**src/rtl/bidirection_rotation.sv**
```systemverilog
// Registered bidirectional barrel rotator: a log2(WIDTH)-stage left-rotate network
// fed with a negated amount for right rotates, followed by a single output register.
module bidirection_rotation #(
  parameter  int WIDTH = 8,
  localparam int AMT_W = $clog2(WIDTH)
) (
  input  logic             clk,
  input  logic             reset,
  input  logic             in_valid,
  input  logic             lr,
  input  logic [AMT_W-1:0] amount,
  input  logic [WIDTH-1:0] data_in,
  output logic             out_valid,
  output logic [WIDTH-1:0] data_out
);

  logic [AMT_W-1:0] eff_amt;
  logic [WIDTH-1:0] stage [AMT_W+1];

  // Right by k is left by (WIDTH - k) mod WIDTH, i.e. the two's complement of k.
  assign eff_amt  = lr ? amount : (~amount + AMT_W'(1));
  assign stage[0] = data_in;

  for (genvar j = 0; j < AMT_W; j++) begin : g_stage
    localparam int S = 1 << j;
    assign stage[j+1] = eff_amt[j]
                      ? {stage[j][WIDTH-1-S:0], stage[j][WIDTH-1:WIDTH-S]}
                      : stage[j];
  end

  always_ff @(posedge clk) begin
    if (reset) begin
      data_out  <= '0;
      out_valid <= 1'b0;
    end else begin
      out_valid <= in_valid;
      if (in_valid) data_out <= stage[AMT_W];
    end
  end

endmodule

```
**config.mk**
```make
export PLATFORM = sky130hd
export DESIGN_NAME = bidirection_rotation
export DESIGN_NICKNAME = d
export VERILOG_FILES = /design/src/rtl/bidirection_rotation.sv
export SDC_FILE = /design/constraint.sdc
export NUM_CORES = 1
export LEC_CHECK = 0
export CAP_MARGIN = 20
export CORE_MARGIN = 2
export CORE_UTILIZATION = 45
export DETAILED_ROUTE_END_ITERATION = 8
export GPL_ROUTABILITY_DRIVEN = 0
export PLACE_DENSITY = 0.93
export RECOVER_POWER = 25
export SLEW_MARGIN = 0
export SYNTH_ARGS = -nofsm -noshare
export SYNTH_HDL_FRONTEND = slang
export SYNTH_SLANG_ARGS = --single-unit
```
**constraint.sdc**
```tcl
create_clock -name clk -period 4.65 [get_ports clk]
set_clock_uncertainty 0.2 [all_clocks]
set_input_delay 0.465 -clock clk [delete_from_list [all_inputs] [get_ports clk]]
set_output_delay 0.465 -clock clk [all_outputs]
set_load 0.1 [all_outputs]
```
Yosys cells after proc, flatten, opt, wreduce, memory -nomap -nowiden
Index checks and enable logic that the tools add are counted.
{ "word_totals": {"reg_bits": 9, "in_bits": 15, "out_inout_bits": 9, "wordCells": 8} }
{ "op_classes": {"add_sub_neg": 1, "muxes": 4, "bitwise_logic": 1} }
{ "ops": {"columns": ["operator", "count"], "rows": [
  ["two-way mux 8 bit", 3],
  ["adder 3 x 1 -> 3 bit, second input constant", 1],
  ["two-way mux 3 bit", 1],
  ["inverter 3 bit", 1]
]} }

Longest topological paths before layout
Gate-level depths: netlist of the first run.
{ "logic_depth": {"word_depth": 6, "depth_mapped": 7, "mapped_depth_nobuf": 5} }

Worst setup path before layout of the first run
No wires, ideal clock.
{ "synth_timing": {"path_type": "input -> register", "startpoint": "input port amount[0]", "endpoint": "register data_out[0]", "setup_ns": 0.095, "arrival_time_ns": 1.919, "required_time_ns": 4.355, "path_slack_ns": 2.436, "cell_stages": 6, "path_buffers": 1, "path_cell_list": "buf_4 inv_1 ha_1 mux2_4 mux4_2 a221oi_1"} }
{ "synth_between": {"elab_chain_cells": 6} }
{ "synth_rtl": {"columns": ["element", "line", "text"], "rows": [
  ["start, declared", "11", "input logic [AMT_W-1:0] amount,"],
  ["inverter 3 bit", "21", "assign eff_amt = lr ? amount : (~amount + AMT_W'(1));"],
  ["adder 3 x 1 -> 3 bit", "21", null],
  ["two-way mux 3 bit (*)", "21", null],
  ["two-way mux 8 bit (2 in series)", "27", "? {stage[j][WIDTH-1-S:0], stage[j][WIDTH-1:WIDTH-S]}"],
  ["two-way mux 8 bit (*)", "27", null],
  ["end signal, assigned", "37", "if (in_valid) data_out <= stage[AMT_W];"],
  ["end, declared", "14", "output logic [WIDTH-1:0] data_out"]
]} }
Mark *: on every way between the ends. The rest lies on a longest branch, timed or not.
A chain may end at the register's enable or synchronous reset.

Final worst setup path of the first run
{ "layout_timing": {"startpoint": "input port amount[0]", "endpoint": "register data_out[2]"} }
Same word-level chain as after synthesis.

==> results.json, run 1 <==
{
  "status": "finished, final reports clean",
  "cp_data_arrival_time_ns": 2.62,
  "detailed_place_hpwl_mm": 1.09,
  "track_usage": 0.184,
  "path_max_fanout": 8,
  "holdBufCountCts": 0,
  "cts_tree": "done",
  "reg2reg_slack_ns": 3.75,
  "p_comb_frac": 0.453,
  "synth_xor_area_frac": 0,
  "syn2layout_area_growth_pct": 41.8,
  "antenna_found_initial": 0,
  "critPathRequiredTime_ns": 4.60,
  "clock_path_buffers": 2,
  "wirelength_mm": 1.33,
  "power.total_w": 0.000264,
  "avgSynthCellArea_sq_um": 11.5,
  "clock.fmax_mhz": 375,
  "critPathKind": "in -> reg",
  "rr_worst_depth": 2,
  "diodes": 0,
  "drv_slew": 0,
  "vias": 544,
  "ctsResizeCount": 0,
  "cp_slowest_stage_delay_ns": 0.66,
  "holdCritStartpoint": "data_out[3]",
  "cts_root_buf": "clkbuf_4",
  "synth_top_family_by_area": "multiplexers",
  "rows": 13,
  "ys_types": 15,
  "synthMuxAreaShare": 0.349,
  "viasPerCell": 5.85,
  "ioPinCount": 24,
  "coreArea_sq_mm": 0.00130,
  "fin_crit_sh": 0.574,
  "cts.sinks": 9,
  "htreeDepth": 1,
  "syn_nets": 70,
  "detail-route-antenna-nets": 0,
  "path_delay_family": "buffers and inverters",
  "start_kind": "input pin",
  "numCtsBuffers": 3,
  "cp-end-kind": "flop",
  "yosys.area_share.adder": 0.0201,
  "synth-seq-area-share": 0.289,
  "ys_seq_elements": 9,
  "p_seq_frac": 0.333,
  "syn_inst": 54,
  "die_h_um": 41.2,
  "drive_above_1_share": 0.0769,
  "hold_depth": 2,
  "dieArea_sq_mm": 0.00170,
  "grt_pass1_wl_mm": 2.06,
  "sw_frac_of_total": 0.396,
  "worstSkewPairLatency_ns": 0.24,
  "max_slew.worst_pin.slew_ns": 0.986,
  "finalSetupViolCount": 0,
  "placed_area_sq_um": 857,
  "grt_overflow_total": 0,
  "drc": 0,
  "grt_pass1_vias": 510,
  "clkPwrFrac": 0.215,
  "wl_per_cell_um": 14.3,
  "rsz0062_at_grt": "false",
  "path_buf_inv": 2,
  "finalCriticalPeriod_ns": 2.67,
  "pwr_density_cell_mw_per_mm2": 299,
  "finalInstanceArea_sq_um": 883,
  "dieWidth_um": 41.2,
  "io_buffer_count": 23,
  "slew_headroom": 0.340,
  "p_leak_nw": 0.389,
  "clk_pin_slew_ns": 0.06,
  "post_cts_buffers": 0,
  "synth-simple-area-share": 0.0261,
  "hold-path-endpoint": "data_out[3]",
  "layoutNonFillerInstCount": 93,
  "vdd_ir_drop_max_v": 0.000130,
  "critPathSlowestCell": "clkdlybuf4s50_1",
  "final_nets": 95,
  "drtIter0Drc": 3,
  "finalHoldViolCount": 0,
  "grt_start_max_net_pins": 11,
  "rr_startpoint": "data_out[1]",
  "first_pass_iters": 4,
  "regToRegEndpoint": "data_out[1]",
  "cp_cell_sequence": "clkdlybuf4s50_1 > inv_1 > ha_1 > mux2_4 > mux4_2 > a221oi_1",
  "initial_core_util": 0.479,
  "synth-compound-area-share": 0.225,
  "hold_class": "reg -> reg",
  "intPower_w": 0.000159,
  "p_sw_w": 0.000104,
  "syn_area_sq_um": 623,
  "dp_cells": 89,
  "maxCapViolations": 0,
  "tns_ns": 0,
  "whs_ns": 0.317,
  "ys_warn_count": 0
}
## worst max-delay path by stage
stage                         start           to  slack (ns)  cells after the start
after CTS                 amount[0]  data_out[2]        1.99                      6
after floorplan           amount[0]  data_out[0]        2.44                      6
after detailed placement  amount[0]  data_out[2]        1.72                      6
after global routing      amount[0]  data_out[2]        1.83                      6
after global placement    amount[0]  data_out[6]        1.81                      6
final                     amount[0]  data_out[2]        1.98                      6
## sequential cells by signal, summed over array words and instances, names as in the netlist
name / count
data_out: 8
out_valid: 1
## power by group through the flow
stage	Sequential, W	Combinational, W	Clock, W
finish	0.0000878	0.000119	0.0000566
global route	0.0000886	0.000127	0.0000619
CTS	0.0000880	0.000121	0.0000583
detailed placement	0.0000897	0.000120	0
global placement	0.0000893	0.000118	0
floorplan	0.000141	0.0000366	0
## area by class of cell
class | count | area (sq um)
Fill cell | 107 | 418
Sequential cell | 9 | 180
Tap cell | 15 | 18.8
Timing Repair Buffer | 23 | 230
Inverter | 11 | 41.3
Multi-Input combinational cell | 31 | 387
Clock buffer | 4 | 26.3
## cell usage in the layout (no fill, tap or decap), types with 2 or more instances in the layout
cell | synthesis | routed
o21bai_1 | 8 | 8
mux4_2 | 2 | 2
mux4_1 | 6 | 6
inv_1 | 11 | 11
dfxtp_1 | 9 | 9
clkbuf_4 | 0 | 3
clkdlybuf4s50_1 | 0 | 19
dlygate4sd3_1 | 0 | 4
a221oi_1 | 8 | 8
## logic make-up after synthesis
family | count (synthesis)
buf+inv | 14
compound gates | 18
mux | 9
simple gates | 3
flops | 9
fa+ha+maj | 1
## through the flow
step | utilization | setup slack [ns]
2_1_floorplan | - | 2.44
3_3_place_gp | 0.659 | 1.81
3_5_place_dp | 0.659 | 1.72
4_1_cts | 0.679 | 1.99
5_1_grt | 0.679 | 1.83
6_report | 0.679 | 1.98
## cells in the mapped netlist (all sizes together)
library cell / instances / share of area
clkbuf: 2 / 0.012
o21bai: 8 / 0.096
inv: 11 / 0.066
nor2: 1 / 0.0060
a221oi: 8 / 0.11
o21ai: 1 / 0.0080
or3: 1 / 0.010
mux4: 8 / 0.33
buf: 1 / 0.012
a21oi: 1 / 0.0080
and3: 1 / 0.010
mux2: 1 / 0.024
ha: 1 / 0.020
dfxtp: 9 / 0.29
## per-layer routing
layer / up-vias / track usage / share of wire / routed length (um)
met5: - / 0 / 0 / 0
met4: 0 / 0.0726 / 0 / 0
met3: 0 / 0 / 0.048 / 64
met2: 27 / 0.352 / 0.58 / 778
met1: 254 / 0.216 / 0.37 / 491
li1: 263 / - / - / -
## worst register-to-register path: stages, from the launching register on
cell,delay [ns]
dfxtp_1,0.33
o21bai_1,0.06
a221oi_1,0.22
Note: power is estimated with default switching activity, not from simulation.
==> run 2, diff against run 1 <==
--- a/config.mk
+++ b/config.mk
@@ -7,10 +7,10 @@
 export LEC_CHECK = 0
 export CAP_MARGIN = 20
 export CORE_MARGIN = 2
-export CORE_UTILIZATION = 45
+export CORE_UTILIZATION = 38
 export DETAILED_ROUTE_END_ITERATION = 8
 export GPL_ROUTABILITY_DRIVEN = 0
-export PLACE_DENSITY = 0.93
+export PLACE_DENSITY = 0.85
 export RECOVER_POWER = 25
 export SLEW_MARGIN = 0
 export SYNTH_ARGS = -nofsm -noshare
==> constraint.sdc (replaced) <==
create_clock -name clk -period 2.21 [get_ports clk]
set_clock_uncertainty 0.2 [all_clocks]
set_input_delay 0.221 -clock clk [delete_from_list [all_inputs] [get_ports clk]]
set_output_delay 0.221 -clock clk [all_outputs]
set_load 0.1 [all_outputs]
==> results.json, run 2 (same netlist as run 1, synthesis figures left out) <==
{
  "status": "finished, final reports clean",
  "dieWidth_um": 44.5,
  "wirelength_mm": 1.46,
  "finalCriticalPeriod_ns": 2.15,
  "wl_per_cell_um": 14.9,
  "critPathRequiredTime_ns": 2.17,
  "drv_slew": 0,
  "numCtsBuffers": 3,
  "grt_overflow_total": 0,
  "detail-route-antenna-nets": 0,
  "coreArea_sq_mm": 0.00152,
  "grt_pass1_vias": 538,
  "clk_pin_slew_ns": 0.06,
  "maxCapViolations": 0,
  "final_nets": 99,
  "use_met2": 0.296,
  "slew_headroom": 0.228,
  "rr_startpoint": "data_out[4]",
  "layout_commonest_cell": "clkdlybuf4s50_1",
  "clock.fmax_mhz": 464,
  "die_h_um": 44.5,
  "ioPinCount": 24,
  "first_pass_iters": 4,
  "drive_above_1_share": 0.244,
  "top_regs": "data_out x8, out_valid x1",
  "cts_root_buf": "clkbuf_4",
  "post_cts_buffers": 0,
  "syn2layout_area_growth_pct": 44.6,
  "finalSetupViolCount": 0,
  "cp-end-kind": "flop",
  "multi_input_area_sq_um": 405,
  "max_slew.worst_pin.slew_ns": 1.16,
  "cts.sinks": 9,
  "worstSkewPairLatency_ns": 0.26,
  "critPathKind": "in -> reg",
  "power.total_w": 0.000569,
  "diodes": 0,
  "p_leak_nw": 0.416,
  "path_max_fanout": 5,
  "antenna_found_initial": 0,
  "setup.worst_path.end": "data_out[4]",
  "viasPerCell": 5.79,
  "pwr_density_cell_mw_per_mm2": 631,
  "hold_class": "reg -> reg",
  "final_util": 0.591,
  "initial_core_util": 0.409,
  "io_buffer_count": 23,
  "layout_common_cells": "clkdlybuf4s50_1, inv_1, buf_4, dfxtp_1, o21bai_1",
  "finalHoldViolCount": 0,
  "grt_pass1_wl_mm": 2.28,
  "busiest_layer": "met2",
  "rows": 14,
  "drc": 0,
  "regToRegEndpoint": "data_out[4]",
  "top_register": "data_out",
  "rsz0062_at_grt": "false",
  "largest_reg_flops": 8,
  "detailed_place_hpwl_mm": 1.20,
  "use_met3": 0.0245,
  "start_kind": "input pin",
  "clock_path_buffers": 2,
  "cp_data_arrival_time_ns": 2.12,
  "track_usage": 0.160,
  "reg2reg_slack_ns": 1.29,
  "whs_ns": 0.323,
  "startpoint": "amount[0]",
  "vias": 567,
  "dieArea_sq_mm": 0.00198,
  "grtUsageMet1": 0.176,
  "seq_area_sq_um": 180,
  "grt_start_max_net_pins": 11,
  "drtIter0Drc": 2,
  "n_fill_cell": 148,
  "fin_crit_sh": 0.975,
  "cts_tree": "done",
  "htreeDepth": 1,
  "rr_worst_depth": 2,
  "vdd_ir_drop_max_v": 0.000251
}
## run 2: routing by layer
metal  share of wire  wire (um)  vias to the layer above
met5               0          0                        -
met4           0.019         27                        0
met3           0.058         84                        4
met2            0.52        756                       26
met1            0.41        591                      260
li1                -          -                      277
## run 2: cell type report
cell class / count / area share
clock buffers: 3 / 0.0250
clock inverters: 1 / 0.00556
inverters: 11 / 0.0458
multi-input cells: 31 / 0.450
flip-flops and latches: 9 / 0.200
well taps: 16 / 0.0222
repair buffers: 27 / 0.251
## run 2: repair_timing
item / CTS / global route
resized for setup: 0 / 3
hold buffers: 0 / 0
hold endpoints to repair: 0 / 0
setup endpoints to repair: 0 / 3
## run 2: worst min path at each step
stage                     depth (start not counted)           to  slack (ns)   startpoint
after detailed placement                          2  data_out[5]        0.31  data_out[5]
after floorplan                                   1    out_valid        0.09        reset
after global routing                              2  data_out[6]        0.34  data_out[6]
after CTS                                         2  data_out[5]        0.33  data_out[5]
after global placement                            2  data_out[6]        0.31  data_out[6]
final                                             2  data_out[5]        0.32  data_out[5]
## run 2: critical path, cell delays in order
cell and delay, ns:
clkdlybuf4s50_1 0.47, inv_1 0.06, ha_1 0.30, mux2_4 0.32
buf_4 0.16, mux4_1 0.28, a221oi_1 0.31
## run 2: through the flow
step           std cells  TNS (ns)  area [sq um]  setup slack [ns]
2_1_floorplan         54         0           623             0.240
3_3_place_gp          94    -0.859           866            -0.148
3_5_place_dp          94     -1.42           866            -0.211
4_1_cts               98         0           893            0.0609
5_1_grt               98         0           901           0.00755
6_report              98         0           901            0.0550
## run 2: power breakdown
part           switching, W  total, W  leakage, nW  internal, W
Clock             0.0000563  0.000123       0.0177    0.0000666
Combinational      0.000172  0.000261        0.323    0.0000895
Sequential       0.00000701  0.000185       0.0749     0.000178
